[config.mk]
export PLATFORM = sky130hd
export DESIGN_NAME = qos_buffer_bank_flat
export DESIGN_NICKNAME = d
export VERILOG_FILES = /design/src/rtl/qos_pkg.sv /design/src/rtl/qos_buffer_bank_if.sv /design/src/rtl/qos_queue6.sv /design/src/rtl/qos_buffer_bank.sv /design/src/flat_wrapper.sv
export SDC_FILE = /design/constraint.sdc
export NUM_CORES = 1
export LEC_CHECK = 0
export ABC_CLOCK_PERIOD_IN_PS = 5100
export BUFFER_PORTS_ARGS = -buffer_cell sky130_fd_sc_hd__buf_2
export CAP_MARGIN = 20
export CORE_MARGIN = 3
export CORE_UTILIZATION = 50
export CTS_BUF_LIST = sky130_fd_sc_hd__clkbuf_8 sky130_fd_sc_hd__clkbuf_16
export DETAILED_ROUTE_END_ITERATION = 8
export PLACE_DENSITY = 0.73
export SLEW_MARGIN = 5
export SYNTH_ARGS = -nofsm -noshare
export SYNTH_HDL_FRONTEND = slang
export SYNTH_SLANG_ARGS = --single-unit
[constraint.sdc]
create_clock -name F25MHZ -period 5.1 [get_ports F25MHZ]
set_input_delay 1.02 -clock F25MHZ [delete_from_list [all_inputs] [get_ports F25MHZ]]
set_output_delay 1.02 -clock F25MHZ [all_outputs]
set_load 0.1 [all_outputs]
[src/rtl/qos_pkg.sv]
// Shared widths and types for the four-buffer QoS packet store.
package qos_pkg;
  localparam int QOS_DEPTH = 6;
  localparam int QOS_CNT_W = 3;
  localparam int QOS_NBUF  = 4;
  localparam int QOS_PKT_W = 2;
  localparam int QOS_IDX_W = 2;

  typedef logic [QOS_PKT_W-1:0] pkt_t;
  typedef logic [QOS_IDX_W-1:0] buf_idx_t;
endpackage

[src/rtl/qos_buffer_bank_if.sv]
// Enqueue / dequeue handshake and drop reporting between scheduler and buffer bank.
interface qos_buffer_bank_if;
  import qos_pkg::*;

  logic       in_valid;
  buf_idx_t   in_buf;
  pkt_t       in_data;
  logic       deq_req;
  logic       out_valid;
  pkt_t       out_data;
  buf_idx_t   out_buf;
  logic       drop;
  logic [7:0] drop_cnt;

  modport master (
    output in_valid, in_buf, in_data, deq_req,
    input  out_valid, out_data, out_buf, drop, drop_cnt
  );

  modport slave (
    input  in_valid, in_buf, in_data, deq_req,
    output out_valid, out_data, out_buf, drop, drop_cnt
  );
endinterface

[src/rtl/qos_queue6.sv]
// One QoS buffer: two bit-planes plus occupancy; slot 0 is the oldest entry.
module qos_queue6
  import qos_pkg::*;
#(
  parameter int DEPTH = QOS_DEPTH,
  parameter int CNT_W = QOS_CNT_W
) (
  input  logic             clk,
  input  logic             rst,
  input  logic             wr_en,
  input  pkt_t             wr_data,
  input  logic             rd_en,
  output pkt_t             head,
  output logic             full,
  output logic             empty,
  output logic [DEPTH-1:0] plane0,
  output logic [DEPTH-1:0] plane1,
  output logic [CNT_W-1:0] count
);

  logic [DEPTH-1:0] plane0_nxt;
  logic [DEPTH-1:0] plane1_nxt;
  logic [CNT_W-1:0] count_nxt;
  logic [CNT_W-1:0] wr_idx;

  assign head  = {plane1[0], plane0[0]};
  assign full  = (count == CNT_W'(DEPTH));
  assign empty = (count == '0);

  // A read shifts everything down first, so a simultaneous write lands one slot lower.
  always_comb begin
    plane0_nxt = rd_en ? (plane0 >> 1) : plane0;
    plane1_nxt = rd_en ? (plane1 >> 1) : plane1;
    wr_idx     = rd_en ? (count - CNT_W'(1)) : count;
    count_nxt  = count;
    if (wr_en) begin
      for (int k = 0; k < DEPTH; k++) begin
        if (CNT_W'(k) == wr_idx) begin
          plane0_nxt[k] = wr_data[0];
          plane1_nxt[k] = wr_data[1];
        end
      end
    end
    case ({wr_en, rd_en})
      2'b10:   count_nxt = count + CNT_W'(1);
      2'b01:   count_nxt = count - CNT_W'(1);
      default: count_nxt = count;
    endcase
  end

  always_ff @(posedge clk or posedge rst) begin
    if (rst) begin
      plane0 <= '0;
      plane1 <= '0;
      count  <= '0;
    end else begin
      plane0 <= plane0_nxt;
      plane1 <= plane1_nxt;
      count  <= count_nxt;
    end
  end

endmodule

[src/rtl/qos_buffer_bank.sv]
// Four strict-priority QoS buffers with drop accounting; exposes bit-planes for the display path.
module qos_buffer_bank
  import qos_pkg::*;
#(
  parameter int DEPTH = QOS_DEPTH,
  parameter int CNT_W = QOS_CNT_W
) (
  input  logic               F25MHZ,
  input  logic               rst,
  qos_buffer_bank_if.slave   bus,
  output logic [DEPTH-1:0]   bf1_0,
  output logic [DEPTH-1:0]   bf1_1,
  output logic [DEPTH-1:0]   bf2_0,
  output logic [DEPTH-1:0]   bf2_1,
  output logic [DEPTH-1:0]   bf3_0,
  output logic [DEPTH-1:0]   bf3_1,
  output logic [DEPTH-1:0]   bf4_0,
  output logic [DEPTH-1:0]   bf4_1,
  output logic [CNT_W-1:0]   bf1_counter,
  output logic [CNT_W-1:0]   bf2_counter,
  output logic [CNT_W-1:0]   bf3_counter,
  output logic [CNT_W-1:0]   bf4_counter
);

  logic [QOS_NBUF-1:0] wr_en;
  logic [QOS_NBUF-1:0] rd_en;
  logic [QOS_NBUF-1:0] full;
  logic [QOS_NBUF-1:0] empty;
  pkt_t                head   [QOS_NBUF];
  logic [DEPTH-1:0]    plane0 [QOS_NBUF];
  logic [DEPTH-1:0]    plane1 [QOS_NBUF];
  logic [CNT_W-1:0]    count  [QOS_NBUF];

  logic     deq_hit;
  buf_idx_t deq_sel;
  logic     drop_nxt;

  logic       out_vld_p1;
  pkt_t       out_data_p1;
  buf_idx_t   out_buf_p1;
  logic       drop_p1;
  logic [7:0] drop_cnt_p1;

  function automatic logic [7:0] sat_inc8(input logic [7:0] v);
    return (v == 8'hFF) ? v : v + 8'd1;
  endfunction

  for (genvar g = 0; g < QOS_NBUF; g++) begin : g_q
    qos_queue6 #(.DEPTH(DEPTH), .CNT_W(CNT_W)) u_q (
      .clk     (F25MHZ),
      .rst     (rst),
      .wr_en   (wr_en[g]),
      .wr_data (bus.in_data),
      .rd_en   (rd_en[g]),
      .head    (head[g]),
      .full    (full[g]),
      .empty   (empty[g]),
      .plane0  (plane0[g]),
      .plane1  (plane1[g]),
      .count   (count[g])
    );
  end

  // Priority is judged on pre-edge occupancy, so a same-cycle arrival never makes a buffer eligible.
  always_comb begin
    rd_en    = '0;
    wr_en    = '0;
    deq_hit  = 1'b0;
    deq_sel  = '0;
    drop_nxt = 1'b0;
    for (int i = 0; i < QOS_NBUF; i++) begin
      if (bus.deq_req && !deq_hit && !empty[i]) begin
        rd_en[i] = 1'b1;
        deq_sel  = buf_idx_t'(i);
        deq_hit  = 1'b1;
      end
    end
    for (int i = 0; i < QOS_NBUF; i++) begin
      if (bus.in_valid && (bus.in_buf == buf_idx_t'(i))) begin
        if (!full[i] || rd_en[i]) wr_en[i] = 1'b1;
        else                      drop_nxt = 1'b1;
      end
    end
  end

  // Output stage: served packet and drop status register on the sampling edge.
  always_ff @(posedge F25MHZ or posedge rst) begin
    if (rst) begin
      out_vld_p1  <= 1'b0;
      out_data_p1 <= '0;
      out_buf_p1  <= '0;
      drop_p1     <= 1'b0;
      drop_cnt_p1 <= '0;
    end else begin
      out_vld_p1 <= deq_hit;
      if (deq_hit) begin
        out_data_p1 <= head[deq_sel];
        out_buf_p1  <= deq_sel;
      end
      drop_p1 <= drop_nxt;
      if (drop_nxt) drop_cnt_p1 <= sat_inc8(drop_cnt_p1);
    end
  end

  assign bus.out_valid = out_vld_p1;
  assign bus.out_data  = out_data_p1;
  assign bus.out_buf   = out_buf_p1;
  assign bus.drop      = drop_p1;
  assign bus.drop_cnt  = drop_cnt_p1;

  assign bf1_0 = plane0[0];
  assign bf1_1 = plane1[0];
  assign bf2_0 = plane0[1];
  assign bf2_1 = plane1[1];
  assign bf3_0 = plane0[2];
  assign bf3_1 = plane1[2];
  assign bf4_0 = plane0[3];
  assign bf4_1 = plane1[3];

  assign bf1_counter = count[0];
  assign bf2_counter = count[1];
  assign bf3_counter = count[2];
  assign bf4_counter = count[3];

endmodule
[src/flat_wrapper.sv]
// flat-port wrapper written by rule: the top's interface ports become plain ports
module qos_buffer_bank_flat import qos_pkg::*;
#(
  parameter int DEPTH = QOS_DEPTH,
  parameter int CNT_W = QOS_CNT_W
)
  (F25MHZ, rst, bf1_0, bf1_1, bf2_0, bf2_1, bf3_0, bf3_1, bf4_0, bf4_1, bf1_counter, bf2_counter, bf3_counter, bf4_counter, bus_in_valid, bus_in_buf, bus_in_data, bus_deq_req, bus_out_valid, bus_out_data, bus_out_buf, bus_drop, bus_drop_cnt);
  qos_buffer_bank_if bus_i ();
  input  logic F25MHZ;
  input  logic rst;
  output logic [DEPTH-1:0] bf1_0;
  output logic [DEPTH-1:0] bf1_1;
  output logic [DEPTH-1:0] bf2_0;
  output logic [DEPTH-1:0] bf2_1;
  output logic [DEPTH-1:0] bf3_0;
  output logic [DEPTH-1:0] bf3_1;
  output logic [DEPTH-1:0] bf4_0;
  output logic [DEPTH-1:0] bf4_1;
  output logic [CNT_W-1:0] bf1_counter;
  output logic [CNT_W-1:0] bf2_counter;
  output logic [CNT_W-1:0] bf3_counter;
  output logic [CNT_W-1:0] bf4_counter;
  input wire logic [$bits(bus_i.in_valid)-1:0] bus_in_valid;
  input wire logic [$bits(bus_i.in_buf)-1:0] bus_in_buf;
  input wire logic [$bits(bus_i.in_data)-1:0] bus_in_data;
  input wire logic [$bits(bus_i.deq_req)-1:0] bus_deq_req;
  output wire logic [$bits(bus_i.out_valid)-1:0] bus_out_valid;
  output wire logic [$bits(bus_i.out_data)-1:0] bus_out_data;
  output wire logic [$bits(bus_i.out_buf)-1:0] bus_out_buf;
  output wire logic [$bits(bus_i.drop)-1:0] bus_drop;
  output wire logic [$bits(bus_i.drop_cnt)-1:0] bus_drop_cnt;
  assign bus_i.in_valid = bus_in_valid;
  assign bus_i.in_buf = bus_in_buf;
  assign bus_i.in_data = bus_in_data;
  assign bus_i.deq_req = bus_deq_req;
  assign bus_out_valid = bus_i.out_valid;
  assign bus_out_data = bus_i.out_data;
  assign bus_out_buf = bus_i.out_buf;
  assign bus_drop = bus_i.drop;
  assign bus_drop_cnt = bus_i.drop_cnt;
  qos_buffer_bank #(.DEPTH(DEPTH), .CNT_W(CNT_W)) u_core (.F25MHZ(F25MHZ), .rst(rst), .bus(bus_i), .bf1_0(bf1_0), .bf1_1(bf1_1), .bf2_0(bf2_0), .bf2_1(bf2_1), .bf3_0(bf3_0), .bf3_1(bf3_1), .bf4_0(bf4_0), .bf4_1(bf4_1), .bf1_counter(bf1_counter), .bf2_counter(bf2_counter), .bf3_counter(bf3_counter), .bf4_counter(bf4_counter));
endmodule
Word level (Yosys, flattened, before mapping)
Index checks and enable logic that the tools add are counted.
Widths: inputs -> output; s select.
- add/sub/neg operators: 9
- $mul: 0
- div/mod/pow operators: 0
- $lt $le $gt $ge: 1
- eq/ne operators: 36
- shift operators: 0
- multiplexer cells: 101
- bitwise operators: 2
- reduce and logical (&&, ||, !) cells: 40
- operators by type and width (cell ; number):
    $mux 6 ; 16
    $mux 1 ; 72
    $eq 2x3->1 const A ; 8
    $eq 3x3->1 const A ; 8
    $logic_not 3->1 ; 8
    $pmux 3 s2 ; 4
    $add 3x1->3 const B ; 4
    $eq 1x3->1 const A ; 4
    $eq 2x2->1 const B ; 6
    $eq 3x3->1 const B ; 4
    $mux 3 ; 4
    $sub 3x1->3 const B ; 4
    $logic_and 1x1->1 ; 11
    $logic_not 1->1 ; 11
    $eq 2x1->1 const B ; 5
    $add 8x1->8 const B ; 1
    $eq 8x8->1 const B ; 1
    $mux 2 ; 4
    $reduce_bool 2->1 ; 4
    $bmux 2 s2 ; 1
    $logic_or 1x1->1 ; 4
    $ge 3x3->1 const B ; 1
    $not 2->3 ; 1
    $logic_not 2->1 ; 1
    2 further kinds ; 2
- flip-flop bits (word level): 74
- latch bits: 0
- bits in writable memories: 0
- bits in read-only memories: 0
- bits of input ports: 8
- output and inout bits: 74
- word-level logic and storage cells: 206
- memories: 0

Depth between registers and ports, before layout
Gate-level depths: netlist of run 1.
- word-level depth: 21
- depth in mapped cells: 11
- mapped depth without buffers: 9

Cells and area by module
Synthesis of run 1 repeated with hierarchy kept, for this count alone.
- cell total of the unflattened synthesis: 484
- area total of the unflattened synthesis: 5017.3 um^2
- by module, submodules not included (module ; times used ; cells an instance ; area each (um^2)):
    qos_queue6 at u_core.g_q[1].u_q ... ; 3 ; 94 ; 1037.2
    qos_queue6 at u_core.g_q[0].u_q ; 1 ; 97 ; 1004.7
    qos_buffer_bank ; 1 ; 105 ; 900.9

Least setup slack after synthesis of run 1
Ideal clock, no wire load.
- path kind: reg-to-reg
- from: register u_core.g_q[0].u_q.count[0]
- to: register u_core.g_q[1].u_q.plane0[3]
- setup time: 0.137 ns
- data arrival time: 2.869 ns
- required time: 4.963 ns
- setup slack: 2.094 ns
- stages on the path, launching flop included: 11
- path buffers: 4
- cells stage by stage: dfrtp_1 -> clkbuf_1 -> inv_1 -> ha_1 -> and3b_1 -> buf_2 -> buf_2 -> nand2_1 -> buf_2 -> mux2i_1 -> mux2i_1
- longest elaborated chain between the ends: 12
- ends and longest elaborated chain (element ; line ; RTL):
    start, declared ; qos_queue6.sv:18 ; output logic [CNT_W-1:0] count
    start signal, assigned ; qos_queue6.sv:59 ; count <= count_nxt;
    $logic_not 3->1 (*) ; qos_queue6.sv:28 ; assign empty = (count == '0);
    $logic_not 1->1 (*) ; qos_buffer_bank.sv:72 ; if (bus.deq_req && !deq_hit && !empty[i]) begin
    $logic_and 1x1->1 (*) ; qos_buffer_bank.sv:72 ;
    $mux 1 (*) ; qos_buffer_bank.sv:72 ;
    $logic_not 1->1 (*) ; qos_buffer_bank.sv:72 ;
    $logic_and 1x1->1 (*) (2 in a row) ; qos_buffer_bank.sv:72 ;
    $mux 1 (*) ; qos_buffer_bank.sv:72 ;
    $mux 3 or $logic_or 1x1->1 (tied branches) ; qos_queue6.sv:34, qos_buffer_bank.sv:80 ;
    $eq 2x3->1 or $mux 1 (tied branches) ; qos_queue6.sv:38, qos_buffer_bank.sv:80 ;
    $mux 1, on equally long branches ; qos_queue6.sv:38, qos_buffer_bank.sv:79 ;
    $mux 6 (*) ; qos_queue6.sv:36 ; if (wr_en) begin
    named net u_core.g_q[1].u_q.plane0_nxt[3] ; qos_queue6.sv:21 ; logic [DEPTH-1:0] plane0_nxt;
    end signal, assigned ; qos_queue6.sv:57 ; plane0 <= plane0_nxt;
    end, declared ; qos_queue6.sv:16 ; output logic [DEPTH-1:0] plane0,
The timed path passes the listed nets; every way through them passes the cells marked *.
A chain may end at the register's enable or synchronous reset.

Final worst setup path of run 1
- from: register u_core.g_q[1].u_q.count[0]
- to: register u_core.g_q[2].u_q.plane0[0]
- longest elaborated chain between the ends: 12
- ends and longest elaborated chain (element ; line):
    start, declared ; qos_queue6.sv:18
    start signal, assigned ; qos_queue6.sv:59
    $logic_not 3->1 (*) ; qos_queue6.sv:28
    $logic_not 1->1 (*) ; qos_buffer_bank.sv:72
    $logic_and 1x1->1 (*) ; qos_buffer_bank.sv:72
    $mux 1 (*) ; qos_buffer_bank.sv:72
    $logic_not 1->1 (*) ; qos_buffer_bank.sv:72
    $logic_and 1x1->1 (*) (2 in a row) ; qos_buffer_bank.sv:72
    $mux 1 (*) ; qos_buffer_bank.sv:72
    $mux 3 or $logic_or 1x1->1 (tied branches) ; qos_queue6.sv:34, qos_buffer_bank.sv:80
    $logic_not 3->1 or $mux 1 (tied branches) ; qos_queue6.sv:38, qos_buffer_bank.sv:80
    $mux 1, on equally long branches ; qos_queue6.sv:38, qos_buffer_bank.sv:79
    $mux 6 (*) ; qos_queue6.sv:36
    named net u_core.g_q[2].u_q.plane0_nxt[0] ; qos_queue6.sv:21
    end signal, assigned ; qos_queue6.sv:57
    end, declared ; qos_queue6.sv:16
Marks and branches as above.

==> metrics.md, run 1 <==
| Metric | Value |
|---|---|
| Final Hold Violating Endpoints | 0 |
| DR iter-0 viols | about 250 |
| Least-Margin Pin Slew | 1113 ps |
| CTS sink cnt | 74 |
| Setup bufs post-CTS | 0 |
| Slowest cell on the critical path | nand3_1 |
| Max_cap viols | 0 |
| GPL Wtd Cong | 0.9125 |
| Synth Register Bits | 74 |
| Relative slew slack | around a quarter |
| Via density | 6.105 |
| RR Endpoint | u_core.g_q[2].u_q.plane0[0] |
| CP peak stage delay | 730 ps |
| WHS Path Cells | 2 |
| GR Overflow Total | 0 |
| Flop2flop setup slack | 1690 ps |
| Die outline width | slightly above 100 um |
| Skew final | 11.03 ps |
| RSZ-0062 raised after global routing | false |
| Crit Path Class | register to register |
| Drt pass-1 iters | 4 |
| CTS tree | built |
| H-tree depth | 3 |
| Slew Viols, Final | 0 |
| Area Overhead vs Synth | 13.81% |
| Root buffer cell | clkbuf_8 |
| Largest net degree at the start of global routing | 41 |
| Worst-Skew Late Latency | 350 ps |
| Library cells used by synthesis | 68 |
| CP Capture Type | register |
| Die footprint | 10640 um^2 |
| Effective utilization at floorplan | 52.84% |
| Worst Hold Class | register to register |
| Routed WL | 11560 um |
| Fin crit period | 3405 ps |
| Synth Net Count | 515 |
| Port-buffer cells | 81 |
| ANT nets after route | 0 |
| Seq/Total Area, Yosys | about two fifths |
| Status | complete, no violations |
| WL/cell | 17.28 um |
| GRT Overall Usage | a little under a quarter |
| Area leader, netlist | dfrtp_1 |
| Multi-input logic area | 2663 um^2 |
| Initial antenna violation count | 0 |
| Post-synth top area share | 39.23% |
| Critical path peak fanout | 16 |
| Height of the chip | 103.2 um |
| Syn_area_per_cell | slightly below 10 um^2 |
| Post-synth EDFFs | 0 |
| Yosys warns | 0 |
| FP Rows | 34 |
| Vias | 4084 |
| Crit path launch type | register |
| Critical path, cell by cell | inv_1 -> ha_1 -> nor2b_1 -> nand3_1 -> o2bb2ai_1 -> nand4_1 -> mux2i_1 |
| Reg area | approximately 1900 um^2 |
| Clk buf depth | 2 |
| Setup_tns | 0 ps |
| WP data arrival | roughly 3700 ps |
| Finish-stage setup viols | 0 |
| First-pass GRT wire length | ~19000 um |
| Post-Syn Instances | 489 |
| Post-cts hold buffer count | 0 |
| CORE AREA | 8934 um^2 |
| Post-synth ARST share | 100.0% |
| Min-delay src | u_core.bus.out_data[0] |
| Reg-to-reg startpoint | u_core.g_q[1].u_q.count[0] |
| Synth top area cells | dfrtp_1, mux2i_1, ha_1, nand2_1, xnor2_1 |
| CP Data Required Time | 5360 ps |
| FILL cells | roughly 790 |
| Fin crit share | 66.77% |
| Reg2reg path depth | 7 |
| DRC viols | 0 |
| TritonCTS Buffers | 9 |
| Mapped Area | approximately 4700 um^2 |
| Max Freq | approximately 0.3 GHz |
| Hpwl dp | between 8000 and 9000 um |
| Layout cell share with drive strength beyond 1 | 20.32% |
| Resized Gates After CTS | 0 |
| Hold Path End | u_core.bus.out_data[0] |
| Ant diodes | 0 |
| Final #Nets | 583 |
| # IOs | 82 |
| Worst-path clk slew | 80 ps |
| Vias in the first global route | 3872 |
| Ys flop type | dfrtp_1 |
cell type report:
class	count	area share, %
Inverter	25	1.747
Multi-Input combinational cell	365	49.56
Clock inverter	5	1.467
Clock buffer	10	2.562
Sequential cell	74	34.47
Tap cell	108	2.515
Timing Repair Buffer	82	7.685
how the worst max path moves through the flow:
stage,from,slack (ps),depth (start not counted),endpoint
after floorplan,u_core.g_q[0].u_q.count[0],2090,10,u_core.g_q[1].u_q.plane0[3]
after global placement,bus_deq_req,1790,6,u_core.g_q[1].u_q.plane0[3]
after detailed placement,bus_deq_req,1680,6,u_core.g_q[1].u_q.plane1[3]
after CTS,u_core.g_q[1].u_q.count[0],1850,7,u_core.g_q[2].u_q.plane0[0]
after global routing,u_core.g_q[1].u_q.count[0],1480,7,u_core.g_q[2].u_q.plane1[2]
final,u_core.g_q[1].u_q.count[0],1690,7,u_core.g_q[2].u_q.plane0[0]
cells in the mapped netlist (all sizes together), types with 2 or more instances:
library cell and n:
nor2 26, a211o 3, a221oi 6, nor3b 4, nand4b 3, and3 3, nor2b 7, nand2 38
o2111ai 2, buf 11, nand2b 12, nand3b 3, o221a 3, o211ai 3, o31ai 3, o22a 2
a41oi 4, mux2i 63, and3b 3, nor4 2, o221ai 7, and2 5, a31oi 9, nand4 9
nor4bb 2, a211oi 5, dfrtp 74, nand3 14, o21a 5, inv 25, xnor2 13, mux2 2
nor3 18, o21ai 18, a21boi 4, a222oi 4, a21oi 21, clkbuf 14, ha 18, a22o 3
cell usage in the layout (no fill, tap or decap), types with 3 or more instances in the layout:
cell type,count
nor2_1,26
and2_1,5
ha_1,18
a211oi_1,4
clkbuf_8,10
o221ai_1,6
a31oi_1,9
o21a_1,5
a21boi_0,3
a21oi_1,21
a22o_1,3
o21ai_0,17
nand2_1,38
and3b_1,3
nor3_1,16
o211ai_1,3
a41oi_1,4
a221oi_1,6
xnor2_1,13
inv_1,23
nand3b_1,3
nor2b_1,7
a222oi_1,4
mux2i_1,63
and3_1,3
nand4_1,9
nand3_1,14
dfrtp_1,74
o221a_2,3
a211o_1,3
buf_2,81
o31ai_1,3
nand2b_1,12
nand4b_1,3
sequential cells by signal (all words and copies together) (netlist names):
register,count
u_core.bus.out_valid,1
u_core.g_q.u_q.count,12
u_core.bus.out_data,2
u_core.bus.drop_cnt,8
u_core.g_q.u_q.plane0,24
u_core.g_q.u_q.plane1,24
u_core.bus.out_buf,2
u_core.bus.drop,1
worst max-delay path: cells and delay by family (launching register included):
kind / cells / cell delay (ps)
AOI/OAI and AO/OA: 1 / 330
DFF: 1 / 570
adders and majority gates: 1 / 280
muxes: 1 / 240
buffers and inverters: 1 / 290
and+or+nand+nor: 3 / 1600
routing by layer:
| metal | track usage, % | routed length, um | vias to the layer above |
|---|---|---|---|
| met3 | 4.601 | 615 | 16 |
| met2 | 36.06 | 5413 | 107 |
| met4 | 7.669 | 172 | 0 |
| met1 | 30.76 | 5357 | 2010 |
| met5 | 0 | 0 | - |
| li1 | - | - | 1951 |
cell families after synthesis:
family          count (synthesis)  synth area share (%)
mux                            65                 13.84
fa+ha+maj                      18                 4.771
xor+xnor                       14                 2.597
buf+inv                        50                 4.373
simple gates                  155                 17.92
compound gates                113                 17.28
flops                          74                 39.23
per-stage QoR:
step | worst slack, ps | hold slack (ps) | area, um^2 | utilization, % | std cells
6_report | 1695 | 497.8 | 5373 | 60.14 | 669
5_1_grt | 1478 | 523.0 | 5373 | 60.14 | 669
4_1_cts | 1854 | 503.7 | 5373 | 60.14 | 669
3_5_place_dp | 1679 | 484.5 | 5156 | 57.72 | 654
3_3_place_gp | 1795 | 466.7 | 5156 | 57.72 | 654
2_1_floorplan | 2094 | 975.6 | 4721 | - | 489
Power of run 1 is left out: the tool's default activity adds up to more than one toggle a clock period on the data nets, which glitch-free logic cannot reach.
==> inputs of run 2 (changes only) <==
--- a/config.mk
+++ b/config.mk
@@ -5,14 +5,15 @@
 export SDC_FILE = /design/constraint.sdc
 export NUM_CORES = 1
 export LEC_CHECK = 0
-export ABC_CLOCK_PERIOD_IN_PS = 5100
+export ABC_AREA = 1
+export ABC_CLOCK_PERIOD_IN_PS = 2900
 export BUFFER_PORTS_ARGS = -buffer_cell sky130_fd_sc_hd__buf_2
 export CAP_MARGIN = 20
 export CORE_MARGIN = 3
 export CORE_UTILIZATION = 50
 export CTS_BUF_LIST = sky130_fd_sc_hd__clkbuf_8 sky130_fd_sc_hd__clkbuf_16
 export DETAILED_ROUTE_END_ITERATION = 8
-export PLACE_DENSITY = 0.73
+export PLACE_DENSITY = 0.77
 export SLEW_MARGIN = 5
 export SYNTH_ARGS = -nofsm -noshare
 export SYNTH_HDL_FRONTEND = slang
==> constraint.sdc (replaced) <==
create_clock -name F25MHZ -period 2.9 [get_ports F25MHZ]
set_input_delay 0.58 -clock F25MHZ [delete_from_list [all_inputs] [get_ports F25MHZ]]
set_output_delay 0.58 -clock F25MHZ [all_outputs]
set_load 0.1 [all_outputs]
==> metrics.md, run 2 <==
| Metric | Value |
|---|---|
| Status | complete, no violations |
| Max_cap viols | 0 (unchanged) |
| Clk buf depth | 2 (unchanged) |
| Final Hold Violating Endpoints | 0 (unchanged) |
| Post-synth top area share | 41.12% (+1.9 points) |
| Multiplexer share of the synthesized area | 0% (-14 points) |
| Adder and majority gate portion of the synthesized area | 5.001% (+0.23 points) |
| Final #Nets | 704 (+21%) |
| Ant diodes | 0 (unchanged) |
| Finish-stage setup viols | 0 (unchanged) |
| First-pass GRT wire length | 18700 um (-1.7%) |
| CTS tree | built |
| Layout cell share with drive strength beyond 1 | 20.06% (-0.26 points) |
| Resized Gates After CTS | 0 (unchanged) |
| Ys flop type | dfrtp_1 |
| Worst-path clk slew | 80 ps (about the same) |
| Syn_area_per_cell | 7.493 um^2 (-22%) |
| H-tree depth | 3 (unchanged) |
| Non-filler cells, final | 788 (+18%) |
| Post-Synth Simple-Gate Area | 32.84% (+15 points) |
| RSZ-0062 raised after global routing | false |
| Most common cell on crit path | nand2_1 |
| TritonCTS Buffers | 9 (unchanged) |
| Height of the chip | 100.9 um (-2.2%) |
| Largest net degree at the start of global routing | 51 (+24%) |
| Vias | 4196 (+2.7%) |
| Placed cell count | 772 (+18%) |
| Root buffer cell | clkbuf_8 |
| Die outline width | 100.9 um (-2.2%) |
| Library cells used by synthesis | 39 (-43%) |
| Mapped Area | 4503 um^2 (-4.6%) |
| Vias in the first global route | 3970 (+2.5%) |
| Most frequent cells in the layout | nand2_1, buf_2, dfrtp_1 |
| Fin crit period | 2327 ps (-1078 ps) |
| Skew final | 7.177 ps (-3.858 ps) |
| Crit path max-delay family | simple AND/OR/NAND/NOR gates |
| Commonest non-fill, non-tap cell in the layout | nand2_1 |
| Critical path peak fanout | 12 (-4) |
| Setup_tns | 0 ps (unchanged) |
| CP Data Required Time | 3140 ps (-2220 ps) |
| GR Overflow Total | 0 (unchanged) |
| Most common cell in the netlist | nand2_1 |
| Largest family of logic cells by synthesized area | simple AND/OR/NAND/NOR gates |
| # IOs | 82 (unchanged) |
| Critical path, cell by cell | inv_1 -> ha_1 -> inv_1 -> nor2_2 -> nand4_4 -> nand2_1 -> nand2_1 -> nor2_1 -> nand2_1 -> nand2_1 -> nand2_1 |
| Slew Viols, Final | 0 (unchanged) |
| Effective utilization at floorplan | 53.20% (+0.36 points) |
| Slowest cell on the critical path | nor2_1 |
| ANT nets after route | 0 (unchanged) |
| Crit Path Class | register to register |
| WL/cell | 13.93 um (-19%) |
| CP Buf/Inv Count | 2 (+1) |
| Worst Hold Class | primary input to async pin |
| Post-synth ARST share | 100.0% (unchanged) |
| Synth Register Bits | 74 (unchanged) |
| Worst-Skew Late Latency | 340 ps (about the same) |
| CP peak stage delay | 470 ps (-260 ps) |
| Initial antenna violation count | 0 (unchanged) |
| Seq/Total Area, Yosys | 41.12% (+1.9 points) |
| DRC viols | 0 (unchanged) |
| Drt pass-1 iters | 5 (+1) |
| Yosys warns | 0 (unchanged) |
| CP Capture Type | register |
| CORE AREA | 8464 um^2 (-5.3%) |
| Port-buffer cells | 81 (unchanged) |
| FP Rows | 33 (-2.9%) |
| Least-Margin Pin Slew | 613.3 ps (-499.5 ps) |
| GPL Wtd Cong | 0.9434 (+3.4%) |
| Post-synth EDFFs | 0 (unchanged) |
| GRT Overall Usage | 22.78% (+0.15 points) |
| DR iter-0 viols | 228 (-9.5%) |
| Crit path launch type | register |
| Routed WL | 10970 um (-5.1%) |
| Area leader, netlist | dfrtp_1 |
| CTS sink cnt | 74 (unchanged) |
| Top post-synthesis cells by count | nand2_1, dfrtp_1, o21ai_0 |
| Post-cts hold buffer count | 0 (unchanged) |
| Area Overhead vs Synth | 16.17% |
| Hpwl dp | 8107 um (-3.1%) |
| Max Freq | 0.4298 GHz (+46%) |
| Post-synthesis xor/xnor area fraction | 3.890% (+1.3 points) |
| Via density | 5.325 (-13%) |
| WP data arrival | 2570 ps (-1100 ps) |
| FILL cells | 723 (-8.4%) |
| Synth Net Count | 627 (+22%) |
| Biggest regs | u_core.g_q.u_q.plane0 (24), u_core.g_q.u_q.plane1 (24), u_core.g_q.u_q.count (12) |
| Die footprint | 10180 um^2 (-4.3%) |
| Post-Syn Instances | 601 (+23%) |
| Synth Area in Compound Gates | 10.17% (-7.1 points) |
| Synth top area cells | dfrtp_1, nand2_1, o21ai_0, nand3_1, ha_1 |
| Setup bufs post-CTS | 0 (unchanged) |
| Relative slew slack | 58.96% (+33 points) |
| Fin crit share | 80.24% (+13 points) |
run 2: cells by family after synthesis:
group | after synthesis
flops | 74
simple gates | 335
buf+inv | 74
compound gates | 80
fa+ha+maj | 18
xor+xnor | 20
run 2: path summary, 6_finish.rpt:
path | slack [ps] | start | depth (start not counted) | endpoint
setup / recovery | 570 | u_core.g_q[0].u_q.count[0] | 11 | u_core.g_q[3].u_q.plane1[1]
hold / removal | 270 | rst | 2 | u_core.bus.drop_cnt[5]
setup reg to reg | 570 | u_core.g_q[0].u_q.count[0] | 11 | u_core.g_q[3].u_q.plane1[1]
hold reg to reg | 480 | u_core.bus.out_data[0] | 2 | u_core.bus.out_data[0]
max in group asynchronous | 1970 | rst | 3 | u_core.g_q[1].u_q.count[1]
min in group F25MHZ | 480 | u_core.bus.out_data[0] | 2 | u_core.bus.out_data[0]
run 2: area by class of cell:
type | instances | area (um^2) | area share (%)
multi-input combinational | 453 | 2337 | 44.68
sequential | 74 | 1852 | 35.40
timing repair buffer | 86 | 455.4 | 8.706
inverter | 54 | 202.7 | 3.875
clock buffer | 11 | 151.4 | 2.894
tap | 105 | 131.4 | 2.511
clock inverter | 5 | 101.3 | 1.937
run 2: stage by stage:
stage / instance area (um^2) / hold WS [ps] / utilization (%) / setup slack [ps]
floorplan: 4503 / 780.8 / - / 131.0
global route: 5231 / 306.1 / 61.80 / 243.8
global placement: 4979 / 454.6 / 58.82 / 660.8
finish: 5231 / 273.2 / 61.80 / 573.1
CTS: 5231 / 290.4 / 61.80 / 563.5
detailed placement: 4979 / 467.5 / 58.82 / 570.2
run 2: metal layers:
metal	share of wire [%]	routed length, um	track usage (%)
met2	47	5141	36.96
met4	1.5	165	6.748
met5	0	0	0
met1	46	5054	31.13
met3	5.6	612	4.221
Power of run 2 is left out for the same reason.
==> inputs of run 3 (changes only) <==
--- a/config.mk
+++ b/config.mk
@@ -6,14 +6,14 @@
 export NUM_CORES = 1
 export LEC_CHECK = 0
 export ABC_AREA = 1
-export ABC_CLOCK_PERIOD_IN_PS = 2900
+export ABC_CLOCK_PERIOD_IN_PS = 2300
 export BUFFER_PORTS_ARGS = -buffer_cell sky130_fd_sc_hd__buf_2
 export CAP_MARGIN = 20
 export CORE_MARGIN = 3
 export CORE_UTILIZATION = 50
 export CTS_BUF_LIST = sky130_fd_sc_hd__clkbuf_8 sky130_fd_sc_hd__clkbuf_16
 export DETAILED_ROUTE_END_ITERATION = 8
-export PLACE_DENSITY = 0.77
+export PLACE_DENSITY = 0.74
 export SLEW_MARGIN = 5
 export SYNTH_ARGS = -nofsm -noshare
 export SYNTH_HDL_FRONTEND = slang
==> constraint.sdc (replaced) <==
create_clock -name F25MHZ -period 2.3 [get_ports F25MHZ]
set_input_delay 0.46 -clock F25MHZ [delete_from_list [all_inputs] [get_ports F25MHZ]]
set_output_delay 0.46 -clock F25MHZ [all_outputs]
set_load 0.1 [all_outputs]
==> metrics.md, run 3 (synthesized netlist as in run 2, its figures left out) <==
| Metric | Value |
|---|---|
| Status | complete, no violations |
| Instance area at placement | 5042 um^2 (+1.3%) |
| CTS sink cnt | 74 (unchanged) |
| Crit path launch type | register |
| Worst-path clk slew | 80 ps (about the same) |
| Commonest non-fill, non-tap cell in the layout | nand2_1 |
| Final Hold Violating Endpoints | 0 (unchanged) |
| Final #Nets | 719 (+2.1%) |
| Die outline width | 100.9 um (unchanged) |
| CORE AREA | 8464 um^2 (unchanged) |
| Initial antenna violation count | 0 (unchanged) |
| # IOs | 82 (unchanged) |
| Max_cap viols | 0 (unchanged) |
| CP Buf/Inv Count | 3 (+1) |
| Port-buffer cells | 81 (unchanged) |
| Relative slew slack | 65.73% (+6.8 points) |
| CP Data Required Time | 2580 ps (-560 ps) |
| GPL Wtd Cong | 0.9765 (+3.5%) |
| Biggest regs | u_core.g_q.u_q.plane0 (24), u_core.g_q.u_q.plane1 (24), u_core.g_q.u_q.count (12) |
| RR Endpoint | u_core.g_q[3].u_q.plane1[0] |
| Flop2flop setup slack | 140 ps (-430 ps) |
| Clk buf depth | 2 (unchanged) |
| Worst-Skew Late Latency | 350 ps (about the same) |
| CTS tree | built |
| Routed WL | 11380 um (+3.7%) |
| FP Rows | 33 (unchanged) |
| Setup_tns | 0 ps (unchanged) |
| Post-route cell area | 5295 um^2 (+1.2%) |
| Slew Viols, Final | 0 (unchanged) |
| Vias in the first global route | 3960 (-0.25%) |
| DRC viols | 0 (unchanged) |
| Most common cell on crit path | nand2_1 |
| Area Overhead vs Synth | 17.59% |
| GRT Overall Usage | 22.93% (+0.15 points) |
| Reg2reg path depth | 13 (+2) |
| WP data arrival | 2440 ps (-130 ps) |
| Slowest cell on the critical path | dfrtp_2 |
| Die footprint | 10180 um^2 (unchanged) |
| CP Capture Type | register |
| Height of the chip | 100.9 um (unchanged) |
| Fin crit share | 93.74% (+13 points) |
| RSZ-0062 raised after global routing | true |
| H-tree depth | 3 (unchanged) |
| Largest net degree at the start of global routing | 24 (-53%) |
| Vias | 4183 (-0.31%) |
| Critical path, cell by cell | inv_1 -> ha_1 -> nand2_1 -> inv_2 -> nand4_4 -> nor2_8 -> buf_4 -> nand2_1 -> nand2_1 -> nor2_4 -> nand2_1 -> nand2_1 -> nand2_1 |
| Fin crit period | 2156 ps (-170.9 ps) |
| Crit path max-delay family | simple AND/OR/NAND/NOR gates |
| Reg-to-reg startpoint | u_core.g_q[1].u_q.count[0] |
| TritonCTS Buffers | 9 (unchanged) |
| Crit Path Class | register to register |
| Effective utilization at floorplan | 53.20% (unchanged) |
| GR Overflow Total | 0 (unchanged) |
| Least-Margin Pin Slew | 513.0 ps (-100.4 ps) |
| Drt pass-1 iters | 7 (+2) |
| Most frequent cells in the layout | nand2_1, buf_2, dfrtp_1 |
| DR iter-0 viols | 314 (+38%) |
| Ant diodes | 0 (unchanged) |
| Max Freq | 0.4638 GHz (+7.9%) |
| Skew final | 13.15 ps (+5.972 ps) |
| CP peak stage delay | 420 ps (-50 ps) |
| Layout cell share with drive strength beyond 1 | 22.92% (+2.9 points) |
| Final core occ | 62.56% (+0.75 points) |
| Via density | 5.209 (-2.2%) |
| Worst hold slack | 129.4 ps (-143.8 ps) |
| Root buffer cell | clkbuf_8 |
| First-pass GRT wire length | 18770 um (+0.40%) |
| Hpwl dp | 8462 um (+4.4%) |
| ANT nets after route | 0 (unchanged) |
| Worst Hold Class | primary input to async pin |
| Critical path peak fanout | 8 (-4) |
| Finish-stage setup viols | 0 (unchanged) |
| WL/cell | 14.17 um (+1.7%) |
| FILL cells | 767 (+6.1%) |
-- run 3: cell types whose count changed in the layout (fill, tap and decap cells not counted), moves of 3 or more --
cell,previous run,this run
buf_4,4,19
dfrtp_1,74,66
dfrtp_2,0,7
inv_1,48,51
bufinv_16,3,0
-- run 3: how the worst max path moves through the flow --
stage	startpoint	to	slack (ps)	cells past startpoint
final	u_core.g_q[1].u_q.count[0]	u_core.g_q[3].u_q.plane1[0]	140	13
after global routing	u_core.g_q[1].u_q.count[0]	u_core.g_q[3].u_q.plane1[4]	-20	13
after CTS	u_core.g_q[0].u_q.count[0]	u_core.bus.out_buf[0]	110	11
after detailed placement	u_core.g_q[0].u_q.count[0]	u_core.bus.out_buf[0]	120	11
after global placement	u_core.g_q[0].u_q.count[0]	u_core.bus.out_data[0]	130	11
after floorplan	u_core.g_q[3].u_q.count[1]	u_core.g_q[3].u_q.plane1[4]	3	10
-- run 3: metrics by stage --
stage	worst slack [ps]	instances
after floorplan	3.276	601
after global placement	133.9	780
after detailed placement	119.1	780
after CTS	105.3	796
after global routing	-23.80	803
final	144.0	803
-- run 3: routing by layer --
layer	share of wire, %	track usage, %
met1	46	30.87
met2	46	37.42
met3	5.8	3.875
met4	1.7	7.975
met5	0	0
-- run 3: repair_timing --
item                       CTS  global route
hold endpoints to repair     0             0
hold buffers                 0             0
setup buffers                0             7
gates resized for setup      0            11
setup endpoints to repair    0            40
-- run 3: cell type report --
| type | instances | area, um^2 | share of cell area (%) |
|---|---|---|---|
| inverters | 54 | 206.4 | 3.899 |
| multi-input cells | 453 | 2377 | 44.90 |
| well taps | 105 | 131.4 | 2.481 |
| clock inverters | 7 | 32.53 | 0.6144 |
| repair buffers | 101 | 559.3 | 10.56 |
| flip-flops and latches | 74 | 1864 | 35.21 |
| clock buffers | 9 | 123.9 | 2.339 |
Power of run 3 is left out for the same reason.
